[src/rtl/vfx_pkg.sv]
// Shared definitions for the video-effects pipeline.
//  PIX_W       : width of an assembled {R,G,B} RGB444 pixel
//  IMG_W_BITS  : width of column coordinates / image_width
//  IMG_H_BITS  : width of row coordinates / image_height
//  pixel_t     : one assembled pixel
//  cap_state_t : capture front-end frame state
package vfx_pkg;

  localparam int PIX_W      = 12;
  localparam int IMG_W_BITS = 10;
  localparam int IMG_H_BITS = 9;

  typedef logic [PIX_W-1:0] pixel_t;

  typedef enum logic [1:0] {
    WAIT_VS = 2'd0,
    VBLANK  = 2'd1,
    ACTIVE  = 2'd2
  } cap_state_t;

  // Column increment that sticks at the last legal column.
  function automatic logic [IMG_W_BITS-1:0] sat_inc_col(
    input logic [IMG_W_BITS-1:0] v,
    input logic [IMG_W_BITS-1:0] lim
  );
    return (v >= lim) ? lim : v + 10'd1;
  endfunction

  // Row increment that sticks at the last legal row.
  function automatic logic [IMG_H_BITS-1:0] sat_inc_row(
    input logic [IMG_H_BITS-1:0] v,
    input logic [IMG_H_BITS-1:0] lim
  );
    return (v >= lim) ? lim : v + 9'd1;
  endfunction

endpackage

[src/rtl/rgb444_byte_packer.sv]
// Pairs camera bytes into RGB444 pixels.
//  clk, rst_n   : pixel clock, async active-low reset
//  clear        : forces byte phase back to 0 (line end / outside active frame)
//  byte_en      : cam_data carries a valid line byte this cycle
//  cam_data     : camera byte bus
//  phase        : 1 when a first (R) byte is waiting for its partner
//  pixel        : {R,G,B} formed from the held R nibble and the current byte
//  pixel_valid  : pixel is complete this cycle (second byte of a pair)
module rgb444_byte_packer
  import vfx_pkg::*;
(
  input  logic       clk,
  input  logic       rst_n,
  input  logic       clear,
  input  logic       byte_en,
  input  logic [7:0] cam_data,
  output logic       phase,
  output pixel_t     pixel,
  output logic       pixel_valid
);

  logic       phase_r;
  logic [3:0] hi_r;

  // Byte phase toggle and capture of the red nibble on the first byte of a pair.
  always_ff @(posedge clk or negedge rst_n) begin
    if (!rst_n) begin
      phase_r <= 1'b0;
      hi_r    <= 4'd0;
    end else if (clear) begin
      phase_r <= 1'b0;
    end else if (byte_en) begin
      phase_r <= ~phase_r;
      if (!phase_r) begin
        hi_r <= cam_data[3:0];
      end
    end
  end

  assign phase       = phase_r;
  assign pixel       = {hi_r, cam_data[7:4], cam_data[3:0]};
  assign pixel_valid = byte_en & phase_r;

endmodule

[src/rtl/camera_pixel_capture.sv]
// OV7670 capture front end: frames the RGB444 byte stream with vsync/href,
// crops each frame to image_width x image_height and emits one registered
// pixel strobe per assembled pixel.
//  clk, rst_n            : pixel clock, async active-low reset
//  enable                : capture enable, sampled at vsync fall only
//  vsync, href, cam_data : camera interface
//  image_width/height    : crop size, latched at frame start
//  ready_out/data_out    : pixel strobe and pixel (data held between strobes)
//  x_out, y_out          : coordinates of data_out
//  frame_done            : one-cycle pulse when a captured frame ends
//  line_err              : sticky odd-byte-count flag, cleared at frame start
module camera_pixel_capture
  import vfx_pkg::*;
#(
  parameter int DATA_W = 12,
  parameter int MAX_W  = 640,
  parameter int MAX_H  = 480
) (
  input  logic                  clk,
  input  logic                  rst_n,
  input  logic                  enable,
  input  logic                  vsync,
  input  logic                  href,
  input  logic [7:0]            cam_data,
  input  logic [IMG_W_BITS-1:0] image_width,
  input  logic [IMG_H_BITS-1:0] image_height,
  output logic                  ready_out,
  output logic [DATA_W-1:0]     data_out,
  output logic [IMG_W_BITS-1:0] x_out,
  output logic [IMG_H_BITS-1:0] y_out,
  output logic                  frame_done,
  output logic                  line_err
);

  localparam logic [IMG_W_BITS-1:0] COL_LAST = IMG_W_BITS'(MAX_W - 1);
  localparam logic [IMG_H_BITS-1:0] ROW_LAST = IMG_H_BITS'(MAX_H - 1);

  cap_state_t            state_r, state_nxt_s;
  logic                  href_d_r;
  logic [IMG_W_BITS-1:0] col_r, width_l_r;
  logic [IMG_H_BITS-1:0] row_r, height_l_r;
  logic                  line_has_pix_r;
  logic                  line_err_r, frame_done_r, ready_r;
  logic [DATA_W-1:0]     data_r;
  logic [IMG_W_BITS-1:0] x_r;
  logic [IMG_H_BITS-1:0] y_r;

  logic   active_s, frame_start_s, frame_end_s, line_end_s;
  logic   byte_en_s, clear_s, pack_phase_s, pix_valid_s, in_crop_s;
  pixel_t pix_s;

  assign active_s      = (state_r == ACTIVE);
  assign frame_start_s = (state_r == VBLANK) && !vsync && enable;
  assign frame_end_s   = active_s && vsync;
  // href falling inside the frame closes a line; a simultaneous vsync rise wins.
  assign line_end_s    = active_s && !vsync && href_d_r && !href;
  assign byte_en_s     = active_s && !vsync && href;
  // Outside the active frame the packer is held at phase 0, which also
  // discards a half pixel left when vsync rises mid-line.
  assign clear_s       = !active_s || vsync || line_end_s;
  assign in_crop_s     = (col_r < width_l_r) && (row_r < height_l_r);

  rgb444_byte_packer u_packer (
    .clk         (clk),
    .rst_n       (rst_n),
    .clear       (clear_s),
    .byte_en     (byte_en_s),
    .cam_data    (cam_data),
    .phase       (pack_phase_s),
    .pixel       (pix_s),
    .pixel_valid (pix_valid_s)
  );

  // Frame state register.
  always_ff @(posedge clk or negedge rst_n) begin
    if (!rst_n) begin
      state_r <= WAIT_VS;
    end else begin
      state_r <= state_nxt_s;
    end
  end

  // Next-state logic; reset lands in WAIT_VS so a full vsync high period is
  // required before the first frame is captured.
  always_comb begin
    state_nxt_s = state_r;
    case (state_r)
      WAIT_VS: begin
        if (vsync) state_nxt_s = VBLANK;
        else       state_nxt_s = WAIT_VS;
      end
      VBLANK: begin
        if (!vsync) state_nxt_s = enable ? ACTIVE : WAIT_VS;
        else        state_nxt_s = VBLANK;
      end
      ACTIVE: begin
        if (vsync) state_nxt_s = VBLANK;
        else       state_nxt_s = ACTIVE;
      end
      default: state_nxt_s = WAIT_VS;
    endcase
  end

  // Delayed href for line-end edge detection.
  always_ff @(posedge clk or negedge rst_n) begin
    if (!rst_n) begin
      href_d_r <= 1'b0;
    end else begin
      href_d_r <= href;
    end
  end

  // Column/row counters, latched crop size and sticky line error.
  always_ff @(posedge clk or negedge rst_n) begin
    if (!rst_n) begin
      col_r          <= '0;
      row_r          <= '0;
      width_l_r      <= '0;
      height_l_r     <= '0;
      line_has_pix_r <= 1'b0;
      line_err_r     <= 1'b0;
    end else if (frame_start_s) begin
      col_r          <= '0;
      row_r          <= '0;
      width_l_r      <= image_width;
      height_l_r     <= image_height;
      line_has_pix_r <= 1'b0;
      line_err_r     <= 1'b0;
    end else if (line_end_s) begin
      col_r          <= '0;
      line_has_pix_r <= 1'b0;
      if (line_has_pix_r) row_r <= sat_inc_row(row_r, ROW_LAST);
      if (pack_phase_s)   line_err_r <= 1'b1;
    end else if (pix_valid_s) begin
      col_r          <= sat_inc_col(col_r, COL_LAST);
      line_has_pix_r <= 1'b1;
    end
  end

  // Registered pixel outputs; data/x/y hold between strobes.
  always_ff @(posedge clk or negedge rst_n) begin
    if (!rst_n) begin
      ready_r      <= 1'b0;
      data_r       <= '0;
      x_r          <= '0;
      y_r          <= '0;
      frame_done_r <= 1'b0;
    end else begin
      ready_r      <= 1'b0;
      frame_done_r <= frame_end_s;
      if (pix_valid_s && in_crop_s) begin
        ready_r <= 1'b1;
        data_r  <= DATA_W'(pix_s);
        x_r     <= col_r;
        y_r     <= row_r;
      end
    end
  end

  assign ready_out  = ready_r;
  assign data_out   = data_r;
  assign x_out      = x_r;
  assign y_out      = y_r;
  assign frame_done = frame_done_r;
  assign line_err   = line_err_r;

endmodule

[config.mk]
export PLATFORM = sky130hd
export DESIGN_NAME = camera_pixel_capture
export DESIGN_NICKNAME = d
export VERILOG_FILES = /design/src/rtl/vfx_pkg.sv /design/src/rtl/rgb444_byte_packer.sv /design/src/rtl/camera_pixel_capture.sv
export SDC_FILE = /design/constraint.sdc
export NUM_CORES = 1
export LEC_CHECK = 0
export ABC_AREA = 1
export BUFFER_PORTS_ARGS = -buffer_cell sky130_fd_sc_hd__buf_2
export CAP_MARGIN = 25
export CORE_MARGIN = 10
export CORE_UTILIZATION = 51
export CTS_CLUSTER_SIZE = 20
export DETAILED_ROUTE_END_ITERATION = 8
export PLACE_DENSITY = 0.75
export SLEW_MARGIN = 10
export SYNTH_ARGS = -nofsm -noshare
export SYNTH_HDL_FRONTEND = slang
export SYNTH_SLANG_ARGS = --single-unit
[constraint.sdc]
create_clock -name clk -period 1.9 [get_ports clk]
set_clock_uncertainty 0.15 [all_clocks]
set_input_delay 0.38 -clock clk [delete_from_list [all_inputs] [get_ports clk]]
set_output_delay 0.38 -clock clk [all_outputs]
set_load 0.005 [all_outputs]
* Word level (Yosys, flattened, before mapping)
Index checks and enable logic that the tools add are counted.
Widths: inputs -> output; s select.
** Storage, ports and cells
- Register bits :: 81
- Word-level logic and storage cells :: 71
- Output and inout bits :: 34
- Input bits :: 32
** Cells by class
- Multiplexer cells :: 22
- $lt $le $gt $ge :: 4
- Add/sub/neg operators :: 2
- Reduce and logical (&&, ||, !) cells :: 23
- Bitwise gates (word level) :: 3
- Equal/unequal tests :: 2
** Operators by type and width (count)
- $mux 10 :: 4
- $mux 9 :: 4
- $add 10x1->10 const B :: 1
- $ge 10x10->1 const B :: 1
- $lt 10x10->1 :: 1
- $mux 1 :: 10
- $add 9x1->9 const B :: 1
- $ge 9x9->1 const B :: 1
- $logic_and 1x1->1 :: 9
- $lt 9x9->1 :: 1
- $reduce_bool 2->1 :: 4
- $mux 2 :: 3
- $pmux 2 s3 :: 1
- $reduce_and 2->1 :: 2
- $logic_not 1->1 :: 3
- $reduce_and 3->1 :: 1
- $reduce_bool 3->1 :: 1
- $eq 2x1->1 const B :: 1
- $eq 2x2->1 const B :: 1
- $logic_not 2->1 :: 1
- $logic_or 1x1->1 :: 2
- $not 1->1 :: 2
- $and 1x1->1 :: 1

* Logic depth before layout (Yosys ltp)
- Word-level depth :: 7
- Mapped depth :: 11
- Mapped depth without buffers :: 10

* Modules after synthesis
A second synthesis with hierarchy kept.
** Unflattened totals
- Cell total of the unflattened synthesis :: 506
- Area total of the unflattened synthesis :: 4189.0 um^2
** Modules (own cells, without submodules)
- camera_pixel_capture :: cells an instance 475, area an instance 3922.5 um^2, instances 1, sequential area each 1901.8 um^2
- rgb444_byte_packer :: cells an instance 31, area an instance 266.5 um^2, instances 1, sequential area each 125.1 um^2

* Least setup slack after synthesis
No wires, ideal clock.
- Kind :: register to register
- From :: register row_r[8]
- To :: register data_r[10], in the netlist data_out[10]
- Buffers on the path :: 1
- Data arrival time :: 1.548 ns
- Stages on the path, launching flop included :: 11
- Data required time :: 1.633 ns
- Period minus slack after synthesis :: 1.816 ns
- Library setup time :: 0.117 ns
- Setup slack :: 0.084 ns
- Path through :: dfrtp_1 ha_1 nand2_1 inv_1 nor2_1 nand3_1 nor2_8 nand3_4 buf_6 nand2_1 nand2_1
** Between the ends
- Longest elaborated chain between the ends :: 3
** Ends and longest elaborated chain
- start: declaration :: RTL line camera_pixel_capture.sv:41 : logic [IMG_H_BITS-1:0] row_r, height_l_r;
- start signal: assignment :: RTL line camera_pixel_capture.sv:132 : if (line_has_pix_r) row_r <= sat_inc_row(row_r, ROW_LAST);
- $lt 9x9->1 :: RTL line camera_pixel_capture.sv:61 : assign in_crop_s = (col_r < width_l_r) && (row_r < height_l_r);
- $logic_and 1x1->1 :: RTL line camera_pixel_capture.sv:61
- $logic_and 1x1->1 :: RTL line camera_pixel_capture.sv:151 : if (pix_valid_s && in_crop_s) begin
- end signal: assignment :: RTL line camera_pixel_capture.sv:153 : data_r <= DATA_W'(pix_s);
- end: declaration :: RTL line camera_pixel_capture.sv:44 : logic [DATA_W-1:0] data_r;
Every way passes these cells.
A chain may end at the register's enable or synchronous reset.

* Worst setup path after layout
- From :: register col_r[9]
- To :: register x_r[7], in the netlist x_out[7]
** Between the ends
- Longest elaborated chain between the ends :: 3
** Ends and longest elaborated chain
- start: declaration :: RTL line camera_pixel_capture.sv:40 : logic [IMG_W_BITS-1:0] col_r, width_l_r;
- start signal: assignment :: RTL line camera_pixel_capture.sv:135 : col_r <= sat_inc_col(col_r, COL_LAST);
- $lt 10x10->1 :: RTL line camera_pixel_capture.sv:61
- $logic_and 1x1->1 :: RTL line camera_pixel_capture.sv:61
- $logic_and 1x1->1 :: RTL line camera_pixel_capture.sv:151
- end signal: assignment :: RTL line camera_pixel_capture.sv:154 : x_r <= col_r;
- end: declaration :: RTL line camera_pixel_capture.sv:45 : logic [IMG_W_BITS-1:0] x_r;
Every way passes these cells.

==> flow_summary.ini <==
[critical_path]
crit_fanout = 8
cp_cell_sequence = ha_4 -> nor2_1 -> nand2_2 -> nor2_4 -> nand3_4 -> nor2_8 -> nand3_4 -> clkbuf_16 -> nand2_1 -> nand2_1
critPathMaxStageDelay_ns = 0.41
cp.required_ns = 2.00
worst_r2r_endpoint = x_out[7]$_DFFE_PN0P_
critPathLaunchType = flop
cp_data_arrival_time_ns = 1.98
r2r-start = col_r[9]$_DFFE_PN0P_
rrSetupSlack_ns = 0.02
critPathKind = reg -> reg
ff2ff_path_depth = 10
crit_path_end_kind = flop
critPathSlowestCell = dfrtp_1

[floorplanning]
start_util_pct = 52.1
die_y_um = 109
rows = 32
core-area_sq_um = 7690
die-area_sq_um = 11800
ios = 66
die_w_um = 109

[grt]
gr-total-overflow = 0
grt-busiest-layer = met2
met3_usage_pct = 4.37
grt_pass1_wl_um = 15400
antenna_found_initial = 0
grt_pass1_vias = 3264
track_usage_pct = 16.0
grt.met2_usage_pct = 24.1
grtUsageMet1_pct = 21.4
grt_max_degree = 39

[pwr]
powerDensity_nw_per_um2 = 703
ir_drop_v = 0.000449
p_leak_nw = 2.89
power.total_mw = 3.59

[yosys]
syn-num-nets = 526
avgSynthCellArea_sq_um = 8.44
yosys_warnings = 0
syn_inst = 475
ys_ff_latch = 81
synth_cell_types = 25
synth.cell_area_sq_um = 4010
yosysSeqAreaShare_pct = 50.6

[sta]
max_freq_mhz = 533
worstMarginPinSlew_ns = 0.369
rsz0062_at_grt = true
finalHoldViolations = 0
finalSetupViolations = 0
fin_crit_sh_pct = 98.7
layout_setup_ws_ns = 0.0250
whs_ns = 0.0719
finalMaxSlewViolations = 0
setup_tns_ns = 0
slew_headroom_pct = 75.4
layout_min_cycle_time_ns = 1.88

[placed_design]
dp_slack_ns = -0.0170
io_buffers = 65
hpwl_um = 6860
globalplace.congestion = 0.849

[final_layout]
nFillCells = 611
diodes = 0
area_delta_synth_final_pct = 27.5
final_layout_size_suffix_gt1_share_pct = 30.7
layout.nets = 623

[clocking]
clock_path_buffers = 2
cts_max_level = 3
clock_sinks = 81
root_buffer = clkbuf_8
clk_transition_reported_paths_ns = 0.08
cts_tree = built
numCtsBuffers = 9
worstSkewPairLatency_ns = 0.36

[worst_hold_path]
hold_end = height_l_r[0]$_DFFE_PN0P_
min-delay-start = image_height[0]
worstHoldPathCells = 3
hp-class = in -> reg

[routing]
drtIter0Drc = 218
wire_per_inst_um = 14.2
wirelength_um = 9630
drc = 0
avgViaCountPerCell = 5.16
drt_first_pass_iters = 5
via_count = 3506
ant_nets = 0

[run_status]
status = finished clean

[job]
cap_violations = 0
[cell usage after synthesis]
library cell  count  area [sq um]
nand2_1         184           691
dfrtp_1          81          2030
inv_1            48           180
nand4_1          35           219
o21ai_0          26           130
ha_1             19           238
nand3_1          18          90.1
nor2_1           16          60.1
a21oi_1           7          35.0
clkbuf_1          5          18.8
xor2_1            5          43.8
buf_2             4          20.0
buf_4             4          30.0
mux2_2            4          45.0
buf_6             3          33.8
nor2_4            3          33.8
inv_2             2          7.51
nor2_2            2          12.5
nor3_1            2          10.0
xnor2_1           2          17.5
nand2_2           1          6.26
nand2_4           1          11.3
nand3_2           1          10.0
nand3_4           1          17.5
nor2_8            1          20.0
[worst max-delay path, delay by kind of cell (launching register included)]
| kind | cells | cell delay, ns |
|---|---|---|
| flip-flops | 1 | 0.41 |
| adder cells (fa/ha/maj) | 1 | 0.16 |
| AND/OR/NAND/NOR | 8 | 0.84 |
| buffers and inverters | 1 | 0.21 |
[final cells by class]
class,instances,area [sq um],share of cell area (%)
flip-flops and latches,81,2030,39.7
multi-input cells,328,1880,36.8
well taps,102,128,2.50
clock buffers,11,141,2.77
repair buffers,102,691,13.5
inverters,50,188,3.67
clock inverters,5,55.1,1.08
[worst max-delay path by stage]
stage                               from                       end  slack [ns]  cells past startpoint
floorplan           row_r[8]$_DFFE_PN0P_  data_out[10]$_DFFE_PN0P_        0.08                     10
global placement    row_r[8]$_DFFE_PN0P_      y_out[4]$_DFFE_PN0P_        0.03                     10
detailed placement  row_r[8]$_DFFE_PN0P_   data_out[2]$_DFFE_PN0P_       -0.02                     10
CTS                 row_r[8]$_DFFE_PN0P_   data_out[2]$_DFFE_PN0P_       0.004                     10
global route        col_r[5]$_DFFE_PN0P_      x_out[7]$_DFFE_PN0P_       -0.07                     10
finish              col_r[9]$_DFFE_PN0P_      x_out[7]$_DFFE_PN0P_        0.02                     10
[metal layers]
metal	part of all wire (%)	vias up
met5	0	-
met4	2.2	0
met3	8.3	17
met2	44	119
met1	45	1648
li1	-	1722
[where the power goes]
group          leakage, nW  switching (mW)  internal [mW]  total (mW)
Sequential            1.09          0.0489           1.84        1.89
Clock               0.0953           0.611          0.638        1.25
Combinational         1.71           0.265          0.188       0.452
Total                 2.89           0.924           2.67        3.59
[state kept, by name, indices dropped and copies added (netlist names)]
register and count:
u_packer.hi_r 4, ready_out 1, line_err 1, state_r 2, data_out 12, row_r 9
col_r 10, line_has_pix_r 1, y_out 9, height_l_r 9, frame_done 1, u_packer.phase 1
href_d_r 1, width_l_r 10, x_out 10
[what timing repair did]
action	in CTS	in global routing
hold endpoints to repair	20	0
setup endpoints to repair	5	37
hold buffers	2	0
gates resized for setup	1	52
setup buffers	0	4
pin swaps	0	16
gates cloned	0	3
[layout by cell type, fill, tap and decap left out, types with 6 or more instances in the layout]
master and n:
nand2_2 28, o21ai_0 26, inv_2 8, buf_4 29, clkbuf_8 10, nand3_1 16, dfrtp_1 81, inv_1 42
nand4_1 35, nor2_1 15, nand2_1 153, buf_2 64, ha_1 14, a21oi_1 6
[kinds of logic (layout without fill, tap and decap cells)]
group / count (synthesis) / after routing / share of synthesized area (%)
flip-flops: 81 / 81 / 50.6
AND/OR/NAND/NOR: 265 / 265 / 29.5
adder cells (fa/ha/maj): 19 / 19 / 5.93
buffers and inverters: 66 / 168 / 7.24
AO/OA/AOI/OAI: 33 / 33 / 4.12
XOR/XNOR: 7 / 7 / 1.53
multiplexers: 4 / 4 / 1.12
[metrics by stage]
stage | cells | area (sq um) | util [%]
after detailed placement | 654 | 4610 | 59.9
after floorplan | 475 | 4010 | -
after global routing | 679 | 5110 | 66.5
after CTS | 672 | 4830 | 62.8
after global placement | 654 | 4610 | 59.9
final | 679 | 5110 | 66.5
Power figures use the tool's default switching activity.
